--- config.mk ---
export PLATFORM = sky130hd
export DESIGN_NAME = disp_chan_sched
export DESIGN_NICKNAME = d
export VERILOG_FILES = /design/src/rtl/disp_chan_sched.sv
export SDC_FILE = /design/constraint.sdc
export NUM_CORES = 1
export LEC_CHECK = 0
export CAP_MARGIN = 20
export CORE_ASPECT_RATIO = 1.5
export CORE_MARGIN = 3
export CORE_UTILIZATION = 58
export CTS_BUF_LIST = sky130_fd_sc_hd__clkbuf_8
export CTS_CLUSTER_SIZE = 30
export DETAILED_ROUTE_END_ITERATION = 10
export GPL_TIMING_DRIVEN = 0
export PLACE_DENSITY = 0.82
export SYNTH_ARGS = -nofsm -noshare
export SYNTH_HDL_FRONTEND = slang
export SYNTH_SLANG_ARGS = --single-unit
export TNS_END_PERCENT = 30
--- constraint.sdc ---
create_clock -name clk -period 4.17 [get_ports clk]
set_input_delay 1.251 -clock clk [delete_from_list [all_inputs] [get_ports clk]]
set_output_delay 1.251 -clock clk [all_outputs]
set_load 0.05 [all_outputs]
--- src/rtl/disp_chan_sched.sv ---
// Channel scheduler for the 8-channel display multiplexer: manual, timed scan and
// round-robin attention ownership of the channel select and its load pulse.
module disp_chan_sched #(
    parameter int unsigned DWELL = 50_000_000,
    parameter int unsigned HOLD  = 100_000_000
) (
    input  logic       clk,
    input  logic       rst,
    input  logic       mode_auto,
    input  logic [2:0] man_sel,
    input  logic [7:0] attn_req,
    output logic [2:0] Test,
    output logic       EN,
    output logic [7:0] attn_pend,
    output logic [1:0] state
);

    typedef enum logic [1:0] {
        StMan  = 2'd0,
        StScan = 2'd1,
        StAttn = 2'd2
    } state_e;

    localparam logic [31:0] DwellLast = 32'(DWELL - 1);
    localparam logic [31:0] HoldLast  = 32'(HOLD - 1);

    state_e      st;
    logic [2:0]  scan_idx;
    logic [2:0]  rr_ptr;
    logic [31:0] dwell_cnt;
    logic [31:0] hold_cnt;
    logic        init;

    logic [2:0]  grant_ch;
    logic [2:0]  cand;
    logic        found;
    logic        pend_any;
    logic        hold_done;
    logic        dwell_done;
    logic        do_grant;
    logic [7:0]  grant_mask;

    assign state = st;

    // Round-robin search: first pending bit strictly after rr_ptr, wrapping mod 8.
    always_comb begin
        grant_ch = rr_ptr;
        cand     = '0;
        found    = 1'b0;
        for (int i = 1; i <= 8; i++) begin
            cand = rr_ptr + 3'(i);
            if (!found && attn_pend[cand]) begin
                grant_ch = cand;
                found    = 1'b1;
            end
        end
    end

    always_comb begin
        pend_any   = |attn_pend;
        hold_done  = (hold_cnt == HoldLast);
        dwell_done = (dwell_cnt == DwellLast);
        do_grant   = !init && pend_any && ((st != StAttn) || hold_done);
        grant_mask = do_grant ? (8'b1 << grant_ch) : 8'b0;
    end

    always_ff @(posedge clk) begin
        if (rst) begin
            Test      <= '0;
            EN        <= 1'b0;
            attn_pend <= '0;
            st        <= StMan;
            scan_idx  <= '0;
            dwell_cnt <= '0;
            hold_cnt  <= '0;
            rr_ptr    <= 3'd7;
            init      <= 1'b1;
        end else begin
            // A fresh request on the bit being granted keeps it pending.
            attn_pend <= (attn_pend & ~grant_mask) | attn_req;
            EN        <= 1'b0;
            if (init) begin
                init <= 1'b0;
                EN   <= 1'b1;
            end else if (do_grant) begin
                st       <= StAttn;
                Test     <= grant_ch;
                rr_ptr   <= grant_ch;
                hold_cnt <= '0;
                EN       <= 1'b1;
            end else begin
                case (st)
                    StMan: begin
                        if (mode_auto) begin
                            st        <= StScan;
                            dwell_cnt <= '0;
                            Test      <= scan_idx;
                            EN        <= 1'b1;
                        end else begin
                            Test <= man_sel;
                            EN   <= (man_sel != Test);
                        end
                    end
                    StScan: begin
                        if (!mode_auto) begin
                            st   <= StMan;
                            Test <= man_sel;
                            EN   <= (man_sel != Test);
                        end else if (dwell_done) begin
                            dwell_cnt <= '0;
                            scan_idx  <= scan_idx + 3'd1;
                            Test      <= scan_idx + 3'd1;
                            EN        <= 1'b1;
                        end else begin
                            dwell_cnt <= dwell_cnt + 32'd1;
                        end
                    end
                    StAttn: begin
                        // Reaching here on expiry means nothing is pending.
                        if (hold_done) begin
                            EN <= 1'b1;
                            if (mode_auto) begin
                                st        <= StScan;
                                dwell_cnt <= '0;
                                Test      <= scan_idx;
                            end else begin
                                st   <= StMan;
                                Test <= man_sel;
                            end
                        end else begin
                            hold_cnt <= hold_cnt + 32'd1;
                        end
                    end
                    default: st <= StMan;
                endcase
            end
        end
    end

endmodule

Word level (Yosys, flattened, before mapping)

Cells that the tools add are included.

Flip-flop bits (word level): 85
Bits of input ports: 14
Output and inout bits: 14
Logic and storage cells: 135

Add/sub/neg operators: 10
$lt $le $gt $ge: 8
Eq/ne operators: 13
Shift operators: 1
Muxes and demuxes: 60
Bitwise logic cells: 5
Reduce and logical (&&, ||, !) cells: 29

Operator list:

| cell                    | number |
|---|---|
| $mux W32                | 7 |
| $pmux W32 S3            | 1 |
| $add A32 B1 Y32 const B | 2 |
| $mux W3                 | 13 |
| $eq A32 B26 Y1 const B  | 1 |
| $eq A32 B27 Y1 const B  | 1 |
| $lt A3 B4 Y1 const B    | 8 |
| $bmux W1 S3             | 8 |
| $mux W1                 | 23 |
| $add A3 B3 Y3 const B   | 4 |
| $reduce_and A5 Y1       | 2 |
| $logic_and A1 B1 Y1     | 9 |
| $ne A3 B3 Y1 const B    | 3 |
| $pmux W3 S3             | 1 |
| $and A8 B8 Y8           | 1 |
| $logic_not A1 Y1        | 8 |
| $mux W2                 | 4 |
| $mux W8                 | 1 |
| $not A8 Y8              | 1 |
| $or A8 B8 Y8            | 1 |
| $reduce_and A4 Y1       | 2 |
| $reduce_or A8 Y1        | 1 |
| $shl A1 B3 Y8 const A   | 1 |
| $add A3 B1 Y3 const B   | 2 |
| other kinds (17)        | 21 |

Logic depth before layout (Yosys ltp)

Gate-level depths: netlist of run 1.

Depth in word-level cells: 30
Depth in mapped cells: 15
Mapped depth without buffers: 10

Worst setup path after synthesis of run 1

No wires, ideal clock.

Path kind: reg-to-reg
Start point: reg rr_ptr[0]
End point: reg attn_pend[7]
Setup time: 0.125 ns
Arrival time: 3.476 ns
Required time: 4.045 ns
Path slack: 0.569 ns
Stages on the path, launching flop included: 15
Buffers on the path: 4
Period minus slack after synthesis: 3.601 ns
Cell sequence: dfxtp_1 buf_6 buf_2 inv_1 ha_1 buf_6 inv_2 mux4_2 o211a_1 buf_6 a31oi_1 nor4bb_2 o311ai_4 and2_4 o41a_1

Longest elaborated chain between the ends: 30
Elaborated cells between the ends (all ways): 57
Classes of those cells: add/sub (7); shift (1); mux (32); bitwise (3); reduce/logical (14)

Ends and longest elaborated chain:

| element                       | line | text |
|---|---|---|
| from (decl)                   | 29   | `logic [2:0] rr_ptr;` |
| from (signal assigned)        | 88   | `rr_ptr <= grant_ch;` |
| $add A3 B1 Y3                 | 51   | `cand = rr_ptr + 3'(i);` |
| $bmux W1 S3                   | 52   | `if (!found && attn_pend[cand]) begin` |
| $mux W1 (implied by the code) | 52   |  |
| $mux W1                       | 52   |  |
| $logic_not A1 Y1              | 52   |  |
| $logic_and A1 B1 Y1           | 52   |  |
| $mux W1                       | 52   |  |
| $logic_not A1 Y1              | 52   |  |
| (+14 left out)                | -    |  |
| $logic_not A1 Y1              | 52   |  |
| $logic_and A1 B1 Y1           | 52   |  |
| $mux W3 (*)                   | 52   |  |
| $shl A1 B3 Y8 (*)             | 64   | `grant_mask = do_grant ? (8'b1 << grant_ch) : 8'b0;` |
| $mux W8 (*)                   | 64   |  |
| $not A8 Y8 (*)                | 80   | `attn_pend <= (attn_pend & ~grant_mask) \| attn_req;` |
| $and A8 B8 Y8 (*)             | 80   |  |
| $or A8 B8 Y8 (*)              | 80   |  |
| to (signal assigned)          | 80   |  |
| to (decl)                     | 14   | `output logic [7:0] attn_pend,` |

Mark *: on every way between the ends. The rest lies on a longest branch, timed or not. The select of a mux whose other input is x is not followed.
A chain may end at the register's enable or synchronous reset.

Final worst setup path of run 1

Ends and elaborated chain as after synthesis.

==> qor.csv, run 1 <==
metric,value,unit
cp_num_buf_inv,6,
synth.most_common_cell,nor2_1,
cts_made_buffers,9,
fin_nets,647,
relSlewSlack,49.3,%
ir_worst_vdd,0.000449,V
ys_seq_area_share,34.4,%
dieArea,0.00969,sq mm
finalSetupViolCount,0,
ctsHtreeMaxLevel,3,
post_cts_buffers,0,
core,0.00816,sq mm
fin_setup_tns,0,ns
layout-drive-gt1-share,9.00,%
min_period,3.89,ns
critPathMaxStageDelay,0.51,ns
synth_nets,609,
path_class,flop to flop,
top_layer,met4,
met3_length,420,um
synthArstFlopShare,0,%
startpoint_type,flop,
rows,40,
netlist_area,0.00495,sq mm
synthTopCellsByArea,"dfxtp_1 34%, nor2_1 8.1%, xnor2_1 6.6%",
critPathArrivalTime,4.14,ns
grt_max_degree,16,
syn_to_final_growth,12.7,%
syn_inst,590,
ys_types,64,
wl_met2,6.08,mm
final_cells,738,
gr-usage-all-layers,25.1,%
fp.dieH,119,um
power_density,629,mW/mm^2
status,"complete, no violations",
synth-seq-cells,85,
required,4.42,ns
period_share,93.2,%
root_buffer,clkbuf_8,
rsz0062_at_grt,no,
dp_hpwl,8.63,mm
wl_met1,4.79,mm
grt_antenna_before_repair,0,
placed_cells,721,
drc,0,
clk_pin_slew_worst_paths,0.09,ns
wl,11.7,mm
cts_tree,yes,
fin_skew,0.00789,ns
wire_per_inst,15.8,um
via_per_inst,6.01,
path_max_fanout,10,
slowest_stage,mux4_2,
cpLargestDelayFamily,compound AO/OA/AOI/OAI gates,
grt_pass1_vias,4287,
dr.pass1.iters,4,
drt_iter0_drc,204,
hold_viol_final,0,
synth-edff-count,0,
cts_buffer_depth,2,
hold_class,flop to flop,
ys.flop_type,dfxtp_1,
die_w,81.4,um
clkLatencyLatePin,0.36,ns
path_cells,buf_6 -> buf_2 -> inv_1 -> ha_1 -> buf_6 -> inv_2 -> mux4_2 -> o211a_1 -> buf_6 -> a31oi_1 -> nor4bb_2 -> o311ai_4 -> and2_4 -> o41a_1,
crit_top_cell,buf_6,
vias,4434,
worstSetupEndpointType,flop,
antenna_cells,0,
synthTopCellsByCount,"107 x nor2_1, 85 x dfxtp_1, 50 x nand2_1",
io_pins,28,
drv_cap,0,
cts_sinks,85,
power.leakage,1.98,nW
slew_violations,0,
grt_pass1_wl,19.5,mm
grt_remaining_overflow,0,
tightest_slew,0.749,ns
io_buffers,26,
avgSynthCellArea,8.38,sq um
ys_warn_count,0,
ant_nets,0,
synth_largest_area_cell,dfxtp_1,
netlist.area_leader.share,34.4,%
gp_congestion,0.889,
start_util,60.6,%
fmax,0.257,GHz
worst paths after layout:
path                              startpoint            to  slack [ns]  cells after the start
worst max-delay path               rr_ptr[0]  attn_pend[7]        0.28                     14
worst min-delay path            hold_cnt[16]  hold_cnt[16]        0.49                      2
worst max register to register     rr_ptr[0]  attn_pend[7]        0.28                     14
worst min register to register  hold_cnt[16]  hold_cnt[16]        0.49                      2
timing repair:
action,in CTS,in global routing
setup endpoints to repair,0,6
gates resized for setup,0,2
hold buffers,0,0
routing by layer:
| layer | vias to the layer above | track usage [%] |
|---|---|---|
| met2 | 119 | 43.7 |
| met3 | 31 | 3.86 |
| met5 | - | 0 |
| met4 | 0 | 11.6 |
| li1 | 2169 | - |
| met1 | 2115 | 29.4 |
where the power goes:
| group | switching (mW) | leakage (nW) | total [mW] | internal, mW |
|---|---|---|---|---|
| Clock | 0.301 | 0.110 | 0.641 | 0.340 |
| Sequential | 0.0734 | 0.689 | 0.925 | 0.851 |
| Combinational | 1.11 | 1.18 | 1.94 | 0.828 |
final cells by class:
type,instances,area [sq um]
buffer,21,150
clock buffer,9,124
clock inverter,7,98.8
fill,670,2580
inverter,25,93.8
multi-input combinational,459,3010
sequential,85,1700
tap,105,131
timing repair buffer,27,265
cells in the final DEF, fill, tap and decap left out, types with 4 or more instances in the layout:
cell type	Yosys	routed
a21oi_1	14	14
a22oi_1	5	5
a311oi_1	5	5
a31oi_1	7	7
and3_1	11	11
and4_1	4	4
buf_2	3	4
buf_6	5	5
clkbuf_1	10	10
clkbuf_8	3	12
clkdlybuf4s50_1	0	26
dfxtp_1	85	84
ha_1	5	5
inv_1	24	24
mux2i_1	12	12
mux4_2	10	10
nand2_1	50	50
nand2b_1	4	4
nand3_1	40	40
nand4_1	13	13
nor2_1	107	107
nor3_1	21	21
nor4_1	8	8
o211ai_1	6	6
o21ai_0	12	12
or3_1	7	7
xnor2_1	37	36
xor2_1	30	30
through the flow:
stage                     setup WS, ns  hold slack, ns  utilization [%]  total power [mW]  area (sq um)
after floorplan                  0.569           0.454                -              2.43          4950
after global placement           0.213           0.472             65.4              2.80          5340
after detailed placement         0.146           0.478             65.4              2.84          5340
after CTS                        0.141           0.489             68.2              3.49          5560
after global routing            0.0844           0.537             68.3              3.69          5570
final                            0.282           0.489             68.3              3.50          5570
logic make-up (layout without fill, tap and decap cells):
| logic type | after synthesis | in the layout | share of synthesized area (%) |
|---|---|---|---|
| simple gates | 283 | 283 | 27.4 |
| fa+ha+maj | 5 | 5 | 1.26 |
| mux | 25 | 25 | 7.97 |
| flops | 85 | 85 | 34.4 |
| buf+inv | 46 | 89 | 4.93 |
| compound gates | 79 | 79 | 12.2 |
| xor+xnor | 67 | 67 | 11.9 |
registers in the layout, indices dropped and copies added, names as in the netlist:
register,count
attn_pend,8
rr_ptr,3
hold_cnt,32
init,1
state,2
dwell_cnt,32
Test,3
scan_idx,3
EN,1
worst register-to-register path, cell delays in order (launching register included):
cell and delay, ns:
dfxtp_2 0.43, buf_6 0.18, buf_2 0.23, inv_1 0.13, ha_1 0.32, buf_6 0.14
inv_2 0.09, mux4_2 0.52, o211a_1 0.23, buf_6 0.14, a31oi_1 0.15, nor4bb_2 0.45
o311ai_4 0.17, and2_4 0.22, o41a_1 0.40
Note: power is estimated with default switching activity, not from simulation.
==> inputs of run 2 (changes only) <==
- SKIP_LAST_GASP: not set -> 1
==> results of run 2 <==
Same layout as run 1: the final DEF is identical, and so are final timing and power.
